==> config.mk <==
export PLATFORM = sky130hd
export DESIGN_NAME = ov7725_flash_reader
export DESIGN_NICKNAME = d
export VERILOG_FILES = /design/src/rtl/ov7725_flash_reader.sv
export SDC_FILE = /design/constraint.sdc
export NUM_CORES = 1
export LEC_CHECK = 0
export BUFFER_PORTS_ARGS = -buffer_cell sky130_fd_sc_hd__buf_2
export CAP_MARGIN = 20
export CORE_MARGIN = 10
export CORE_UTILIZATION = 60
export DETAILED_ROUTE_END_ITERATION = 16
export PLACE_DENSITY = 0.77
export SKIP_CTS_REPAIR_TIMING = 1
export SYNTH_ARGS = -nofsm -noshare
export SYNTH_HDL_FRONTEND = slang
export SYNTH_SLANG_ARGS = --single-unit
==> constraint.sdc <==
create_clock -name clk24M -period 3.1 [get_ports clk24M]
set_input_delay 0.155 -clock clk24M [delete_from_list [all_inputs] [get_ports clk24M]]
set_output_delay 0.155 -clock clk24M [all_outputs]
set_load 0.1 [all_outputs]
==> src/rtl/ov7725_flash_reader.sv <==
// ov7725_flash_reader: reads a stored grey-scale frame back from SPI NOR
// flash with READ 0x03 bursts and streams it row-major with SOF/EOL.
module ov7725_flash_reader #(
  parameter int          IMG_W     = 640,
  parameter int          IMG_H     = 480,
  parameter logic [23:0] BASE_ADDR = 24'h0,
  parameter int          BURST     = 64,
  parameter int          CS_GAP    = 4,
  parameter int          FIFO_D    = 4
) (
  input  logic       clk24M,
  input  logic       rst_n,
  input  logic       start,
  output logic       sck,
  output logic       cs,
  output logic       mosi,
  input  logic       miso,
  output logic [7:0] pix_data,
  output logic       pix_valid,
  input  logic       pix_ready,
  output logic       pix_sof,
  output logic       pix_eol,
  output logic       busy,
  output logic       frame_done
);

  localparam int          AW       = (FIFO_D > 1) ? $clog2(FIFO_D) : 1;
  localparam logic [23:0] FRAME    = 24'(IMG_W * IMG_H);
  localparam logic [23:0] BURST_N  = 24'(BURST);
  localparam logic [7:0]  GAP_LAST = 8'(CS_GAP - 1);
  localparam logic [9:0]  COL_LAST = 10'(IMG_W - 1);
  localparam logic [9:0]  ROW_LAST = 10'(IMG_H - 1);
  localparam logic [AW:0] DEPTH    = FIFO_D[AW:0];
  localparam logic [AW:0] CNT1     = 1;
  localparam logic [AW-1:0] PTR1   = 1;

  typedef enum logic [2:0] {
    IDLE, CS_SETUP, CMD, ADDR, DATA, CS_HIGH, DRAIN
  } state_t;

  state_t      state;
  logic        start_q;
  logic        start_d;
  logic [23:0] addr;
  logic [23:0] remaining;
  logic [23:0] burst_n;
  logic [23:0] burst_left;
  logic [30:0] sh;
  logic [4:0]  bitcnt;
  logic [6:0]  rx;
  logic        push_pend;
  logic [7:0]  push_byte;
  logic [7:0]  gap;

  logic [7:0]    mem [FIFO_D];
  logic [AW-1:0] wr_ptr;
  logic [AW-1:0] rd_ptr;
  logic [AW:0]   count;
  logic [9:0]    col;
  logic [9:0]    row;

  logic          start_rise;
  logic          pop;
  logic [AW+1:0] occ;
  logic          byte_ok;

  assign start_rise = start_q & ~start_d;
  assign pix_valid  = (count != '0);
  assign pop        = pix_valid & pix_ready;
  assign pix_data   = mem[rd_ptr];
  assign pix_sof    = pix_valid & (col == 10'd0) & (row == 10'd0);
  assign pix_eol    = pix_valid & (col == COL_LAST);
  // a byte waiting to be pushed still occupies a FIFO slot
  assign occ     = {1'b0, count} + {{(AW+1){1'b0}}, push_pend};
  assign byte_ok = occ < {1'b0, DEPTH};

  always_ff @(posedge clk24M or negedge rst_n) begin
    if (!rst_n) begin
      state      <= IDLE;
      sck        <= 1'b0;
      cs         <= 1'b1;
      mosi       <= 1'b0;
      busy       <= 1'b0;
      frame_done <= 1'b0;
      start_q    <= 1'b0;
      start_d    <= 1'b0;
      addr       <= '0;
      remaining  <= '0;
      burst_n    <= '0;
      burst_left <= '0;
      sh         <= '0;
      bitcnt     <= '0;
      rx         <= '0;
      push_pend  <= 1'b0;
      push_byte  <= '0;
      gap        <= '0;
    end else begin
      start_q    <= start;
      start_d    <= start_q;
      frame_done <= 1'b0;
      push_pend  <= 1'b0;
      unique case (state)
        IDLE: begin
          if (start_rise) begin
            addr      <= BASE_ADDR;
            remaining <= FRAME;
            busy      <= 1'b1;
            cs        <= 1'b0;
            state     <= CS_SETUP;
          end
        end
        CS_SETUP: begin
          // command bit 7 (0) goes out directly; the rest queues in sh
          sh      <= {7'h03, addr};
          mosi    <= 1'b0;
          sck     <= 1'b0;
          bitcnt  <= '0;
          burst_n <= (remaining > BURST_N) ? BURST_N : remaining;
          burst_left <= (remaining > BURST_N) ? BURST_N : remaining;
          state   <= CMD;
        end
        CMD, ADDR: begin
          if (!sck) begin
            sck <= 1'b1;
          end else begin
            sck    <= 1'b0;
            mosi   <= sh[30];
            sh     <= {sh[29:0], 1'b0};
            bitcnt <= bitcnt + 5'd1;
            if (state == CMD && bitcnt == 5'd7) begin
              bitcnt <= '0;
              state  <= ADDR;
            end else if (state == ADDR && bitcnt == 5'd23) begin
              bitcnt <= '0;
              mosi   <= 1'b0;
              state  <= DATA;
            end
          end
        end
        DATA: begin
          if (!sck) begin
            if (bitcnt != 5'd0 || byte_ok) sck <= 1'b1;
          end else begin
            sck    <= 1'b0;
            rx     <= {rx[5:0], miso};
            bitcnt <= bitcnt + 5'd1;
            if (bitcnt == 5'd7) begin
              bitcnt     <= '0;
              push_pend  <= 1'b1;
              push_byte  <= {rx, miso};
              burst_left <= burst_left - 24'd1;
              if (burst_left == 24'd1) begin
                cs        <= 1'b1;
                gap       <= '0;
                addr      <= addr + burst_n;
                remaining <= remaining - burst_n;
                state     <= CS_HIGH;
              end
            end
          end
        end
        CS_HIGH: begin
          if (gap == GAP_LAST) begin
            if (remaining != 24'd0) begin
              cs    <= 1'b0;
              state <= CS_SETUP;
            end else begin
              state <= DRAIN;
            end
          end else begin
            gap <= gap + 8'd1;
          end
        end
        DRAIN: begin
          if (count == '0 && !push_pend) begin
            frame_done <= 1'b1;
            busy       <= 1'b0;
            state      <= IDLE;
          end
        end
        default: state <= IDLE;
      endcase
    end
  end

  always_ff @(posedge clk24M) begin
    if (push_pend) mem[wr_ptr] <= push_byte;
  end

  always_ff @(posedge clk24M or negedge rst_n) begin
    if (!rst_n) begin
      wr_ptr <= '0;
      rd_ptr <= '0;
      count  <= '0;
      col    <= '0;
      row    <= '0;
    end else begin
      if (push_pend) wr_ptr <= wr_ptr + PTR1;
      if (pop) rd_ptr <= rd_ptr + PTR1;
      if (push_pend && !pop) count <= count + CNT1;
      else if (!push_pend && pop) count <= count - CNT1;
      if (pop) begin
        if (col == COL_LAST) begin
          col <= '0;
          row <= (row == ROW_LAST) ? 10'd0 : row + 10'd1;
        end else begin
          col <= col + 10'd1;
        end
      end
    end
  end

endmodule
Word-level counts from Yosys, hierarchy flattened

Memory sizes are Yosys's and may differ from the RTL's.
Cells that the tools add are included.

Add/subtract/negate cells: 12
Order comparisons: 2
Equal/unequal tests: 22
Mux-type cells: 67
Bitwise logic cells: 6
Reduce and logical (&&, ||, !) cells: 35

Operators by type and width:

| kind                  | number |
|---|---|
| $mux 24               | 11 |
| $pmux 24 s2           | 3 |
| $pmux 31 s2           | 1 |
| $mux 3                | 12 |
| $mux 8                | 4 |
| $mux 31               | 1 |
| $mux 5                | 5 |
| $add 24x24->24        | 1 |
| $eq 24x1->1 const B   | 1 |
| $gt 24x7->1 const B   | 1 |
| $reduce_bool 24->1    | 1 |
| $sub 24x1->24 const B | 1 |
| $sub 24x24->24        | 1 |
| $mux 1                | 21 |
| $add 10x1->10 const B | 2 |
| $logic_not 10->1      | 2 |
| $mux 10               | 2 |
| $ne 2x2->1 const B    | 9 |
| $pmux 3 s6            | 1 |
| $pmux 8 s2            | 1 |
| $pmux 5 s3            | 1 |
| $reduce_and 3->1      | 4 |
| $reduce_bool 2->1     | 6 |
| $eq 10x10->1 const B  | 1 |
| 30 further kinds      | 51 |

Flip-flop bits (word level): 193
Bits in writable memories: 32
Input port bits: 5
Output and inout port bits: 16
Logic and storage cells: 168
Memories: 1

Memory list:

| name | words | bits a word | read ports | clocked after memory_dff | wr ports | RTL line | source |
|---|---|---|---|---|---|---|---|
| mem  | 4     | 8           | 1          | 0                        | 1        | 55       | `logic [7:0] mem [FIFO_D];` |

Longest topological paths before layout

Word-level depth: 6
Depth in mapped cells: 12
Depth with buffers taken out: 12

Least setup slack after synthesis

No wires, ideal clock.

Kind: flip-flop to output port
Start point: register count[0]
End point: output port pix_sof
Data arrival time: 4.521 ns
Required time: 2.945 ns
Slack: -1.576 ns
Stages on the path, launching flop included: 5
Path buffers: 1
Path through: dfrtp_1 -> or3_1 -> clkbuf_1 -> nand4_1 -> nor4_1

Cells in the longest elaborated chain, start to end: 3

Ends and longest elaborated chain:

| element                  | RTL line | source |
|---|---|---|
| start: declaration       | 58       | `logic [AW:0] count;` |
| start signal: assignment | 200      | `if (push_pend && !pop) count <= count + CNT1;` |
| start signal: assignment | 201      | `else if (!push_pend && pop) count <= count - CNT1;` |
| $reduce_bool 3->1        | 68       | `assign pix_valid = (count != '0);` |
| net pix_valid            | 19       | `output logic pix_valid,` |
| $and 1x1->1 (2 in a row) | 71       | `assign pix_sof = pix_valid & (col == 10'd0) & (row == 10'd0);` |
| end: declaration         | 21       | `output logic pix_sof,` |

The timed path passes the listed nets, and every way through them passes these cells.

Final worst setup path

Start point: register addr[0]
End point: register addr[22]

Cells in the longest elaborated chain, start to end: 5

Ends and longest elaborated chain:

| element                  | RTL line | source |
|---|---|---|
| start: declaration       | 44       | `logic [23:0] addr;` |
| start signal: assignment | 155      | `addr <= addr + burst_n;` |
| $add 24x24->24           | 155      |  |
| $mux 24                  | 152      | `if (burst_left == 24'd1) begin` |
| $mux 24                  | 147      | `if (bitcnt == 5'd7) begin` |
| $mux 24                  | 141      | `if (!sck) begin` |
| $pmux 24 s2              | 102      | `unique case (state)` |

Every way passes these cells. The select of a mux whose other input is x is not followed.
A chain may end at the register's enable or synchronous reset.

==> out/qor.csv <==
stage;metric;value;unit
status;status;complete, no violations;
global_route;Tot GR Track Use;0.214;
worst_setup_path;buffers and inverters on the worst path;0;
worst_setup_path;Worst path max stage delay;0.40;ns
timing;RSZ-0062 raised after global routing;no;
synthesis;Synthesis Warnings;0;
timing;final worst clock skew;0.00970;ns
synthesis;Compound-Gate Fraction of Synth Area;0.177;
flow_run;max-cap viol count;0;
worst_setup_path;Critical Path Slowest Stage Cell;dfrtp_1;
placed_design;cell total after placement;1533;
clock_tree;H-tree Lvls;1;
synthesis;XOR/XNOR Fraction of Synth Area;0.0440;
synthesis;Syn Nets;1348;
synthesis;Synth top cells by count;dfrtp_1 (192), nand2_1 (184), o21ai_0 (116), nor2_1 (109), a21oi_1 (71);
drt;Routed WL;28300;um
synthesis;Mapped Avg Cell Area;9.48;um^2
synthesis;largest family of logic cells by synthesized area;compound AO/OA/AOI/OAI gates;
synthesis;Synth Register Bits;225;
worst_setup_path;Crit Path Max Fanout;4;
drt;1st-pass router iterations;5;
cells_and_area;non-filler cells, final;1582;
placed_design;GP Congestion;0.943;
floorplanning;core area;19700;um^2
synthesis;Post-synth top flop;dfrtp_1;
global_route;grt ovf;0;
synthesis;Post-synth EDFFs;32;
floorplanning;Starting Density;0.617;
clock_tree;Reg clk slew, reported paths;0.06;ns
timing;Slew Limit Fails;0;
timing;post-route minimum period;2.81;ns
synthesis;Post-Syn Instances;1280;
power_and_ir_drop;Peak VDD IR;0.516;mV
cells_and_area;share of layout cells above drive strength 1;0.0934;
timing;final period utilization;0.908;
synthesis;register area share after synthesis;0.477;
clock_tree;Root Buffer;clkbuf_16;
cells_and_area;Layout area overhead;11.6;%
synthesis;Adder-Cell Fraction of Synth Area;0.0668;
power_and_ir_drop;Leak;0.00592;uW
timing;Fin Setup TNS;0;ns
synthesis;Synth Cell Area;12100;um^2
global_route;largest net degree at the start of global routing;106;
timing;relative slew slack;0.398;
placed_design;setup slack at placement;0.254;ns
drt;vias per cell;6.09;
cells_and_area;Multi-input gate area;5920;um^2
placed_design;Post-DP HPWL;19300;um
drt;Antenna Violating Nets Remaining;0;
timing;Least-Margin Pin Slew;0.895;ns
floorplanning;Die Y;162;um
global_route;vias in the first global route;9349;
worst_setup_path;kind of critical path;flop to flop;
timing;fmax;355;MHz
worst_setup_path;CP Launch Type;flop;
clock_tree;clock buffer depth;3;
cells_and_area;NumNets Final;1366;
clock_tree;number of CTS-inserted buffers;25;
synthesis;area leader, netlist;dfrtp_1;
synthesis;most common cell in the netlist;dfrtp_1;
worst_setup_path;WP data arrival;3.26;ns
synthesis;post-synthesis mux area share;0.0252;
global_route;global-route wire length before repair;47300;um
synthesis;top cells by area, synth;dfrtp_1 (40%), edfxtp_1 (7.9%), ha_1 (6.2%);
clock_tree;worst skew pair latency;0.54;ns
synthesis;ys async rst share;0.858;
clock_tree;CTS tree;built;
worst_setup_path;crit end category;flop;
timing;final hold violations;0;
global_route;initial antenna violation count;0;
floorplanning;die span in x;162;um
drt;drt wl/cell;17.9;um
floorplanning;IO Count;21;
drt;vias after detailed routing;9641;
timing;final setup fails;0;
floorplanning;Row Count;51;
floorplanning;Die ar.;26300;um^2
drt;drt drc;0;
clock_tree;clock net sink count;225;
min_path;Hold Crit Class;input pin to flop;
timing;Final WS setup;0.286;ns
worst_setup_path;Crit path max-delay family;compound AO/OA/AOI/OAI gates;
worst_setup_path;crit path cell chain;ha_1, fa_1, a21oi_1, o21ai_0, o22ai_1, o211ai_1, a31o_2, a221oi_1, xor2_1, o31ai_1;
cells_and_area;fillers;1542;
cells_and_area;Ant. Diodes;0;
synthesis;simple-gate share of the synthesized area;0.173;
synthesis;Cell variety after synth;79;
worst_setup_path;WP data required;3.54;ns
cells_and_area;Reg area;5790;um^2
drt;drt initial violations;769;
synthesis;area share of the largest cell type after synthesis;0.396;
power_and_ir_drop;P per Cell Area;815;nW/um^2
placed_design;count of input and output buffers;20;
-- state kept, by name (all words and copies together) (netlist names), 8 cells and up --
signal,cells
mem,32
remaining,24
row,10
addr,24
gap,8
push_byte,8
col,10
burst_n,24
sh,31
burst_left,24
-- tightest hold or removal path, stage by stage --
cell and delay (ns):
buf_2 0.09, and2_1 0.23, nand2_1 0.10, o21ai_0 0.07
-- routing by layer --
layer | track usage | wire [um]
met1 | 0.286 | 12500
met2 | 0.351 | 13600
met4 | 0.0691 | 711
met5 | 0 | 0
met3 | 0.0316 | 1500
-- path summary, 6_finish.rpt --
kind	to	slack [ns]	from	depth (start not counted)
min in group asynchronous	row[6]$_DFFE_PN0P_	0.28	rst_n	2
worst min register to register	start_d$_DFF_PN0_	0.41	start_q$_DFF_PN0_	0
max in group asynchronous	cs$_DFFE_PN1P_	2.01	rst_n	3
worst max-delay path	addr[22]$_DFFE_PN0P_	0.29	addr[0]$_DFFE_PN0P_	10
worst max register to register	addr[22]$_DFFE_PN0P_	0.29	addr[0]$_DFFE_PN0P_	10
worst min-delay path	col[1]$_DFFE_PN0P_	0.17	pix_ready	4
-- kinds of logic after synthesis --
kind of cell	after synthesis
AND/OR/NAND/NOR	452
AO/OA/AOI/OAI	346
flip-flops	225
buffers and inverters	114
adder cells (fa/ha/maj)	63
XOR/XNOR	61
multiplexers	19
-- cells in the final DEF (no fill, tap or decap), types with 5 or more instances in the layout --
master	count
a21o_1	18
buf_2	19
o21bai_1	9
a22o_1	11
nor2_1	108
nand2_1	184
clkinv_2	5
inv_1	55
buf_4	25
o21ai_0	116
a21oi_1	71
mux4_2	8
bufinv_16	6
mux2_2	8
and3_1	14
xnor2_1	33
and2_1	15
a31oi_1	43
nand4_1	21
dfrtp_1	192
or3_1	9
nand2b_1	9
nor2b_1	5
a211oi_1	5
ha_1	60
nor3_1	19
nand3_1	33
nor4_1	11
edfxtp_1	32
o31ai_1	18
o22a_1	6
o21a_1	5
xor2_1	28
clkbuf_16	25
-- through the flow --
stage               total power [uW]  instance area [um^2]  hold WS (ns)   util
floorplan                       6750                 12200        -0.141      -
global placement                7580                 12600         0.263  0.640
detailed placement              7690                 12600         0.264  0.640
CTS                            11100                 13500        -0.297  0.687
global route                   11700                 13500         0.167  0.689
finish                         11000                 13500         0.165  0.689
-- power by group --
part           switching (uW)  internal [uW]
Combinational            2330           1390
Sequential                516           3470
Clock                    1260           2070
-- layout make-up --
| type | count | share of cell area |
|---|---|---|
| tap | 265 | 0.0245 |
| inverter | 55 | 0.0152 |
| timing repair buffer | 50 | 0.0271 |
| multi-input combinational | 941 | 0.437 |
| sequential | 225 | 0.428 |
| clock buffer | 31 | 0.0501 |
| clock inverter | 15 | 0.0183 |
Note: power is estimated with default switching activity, not from simulation.
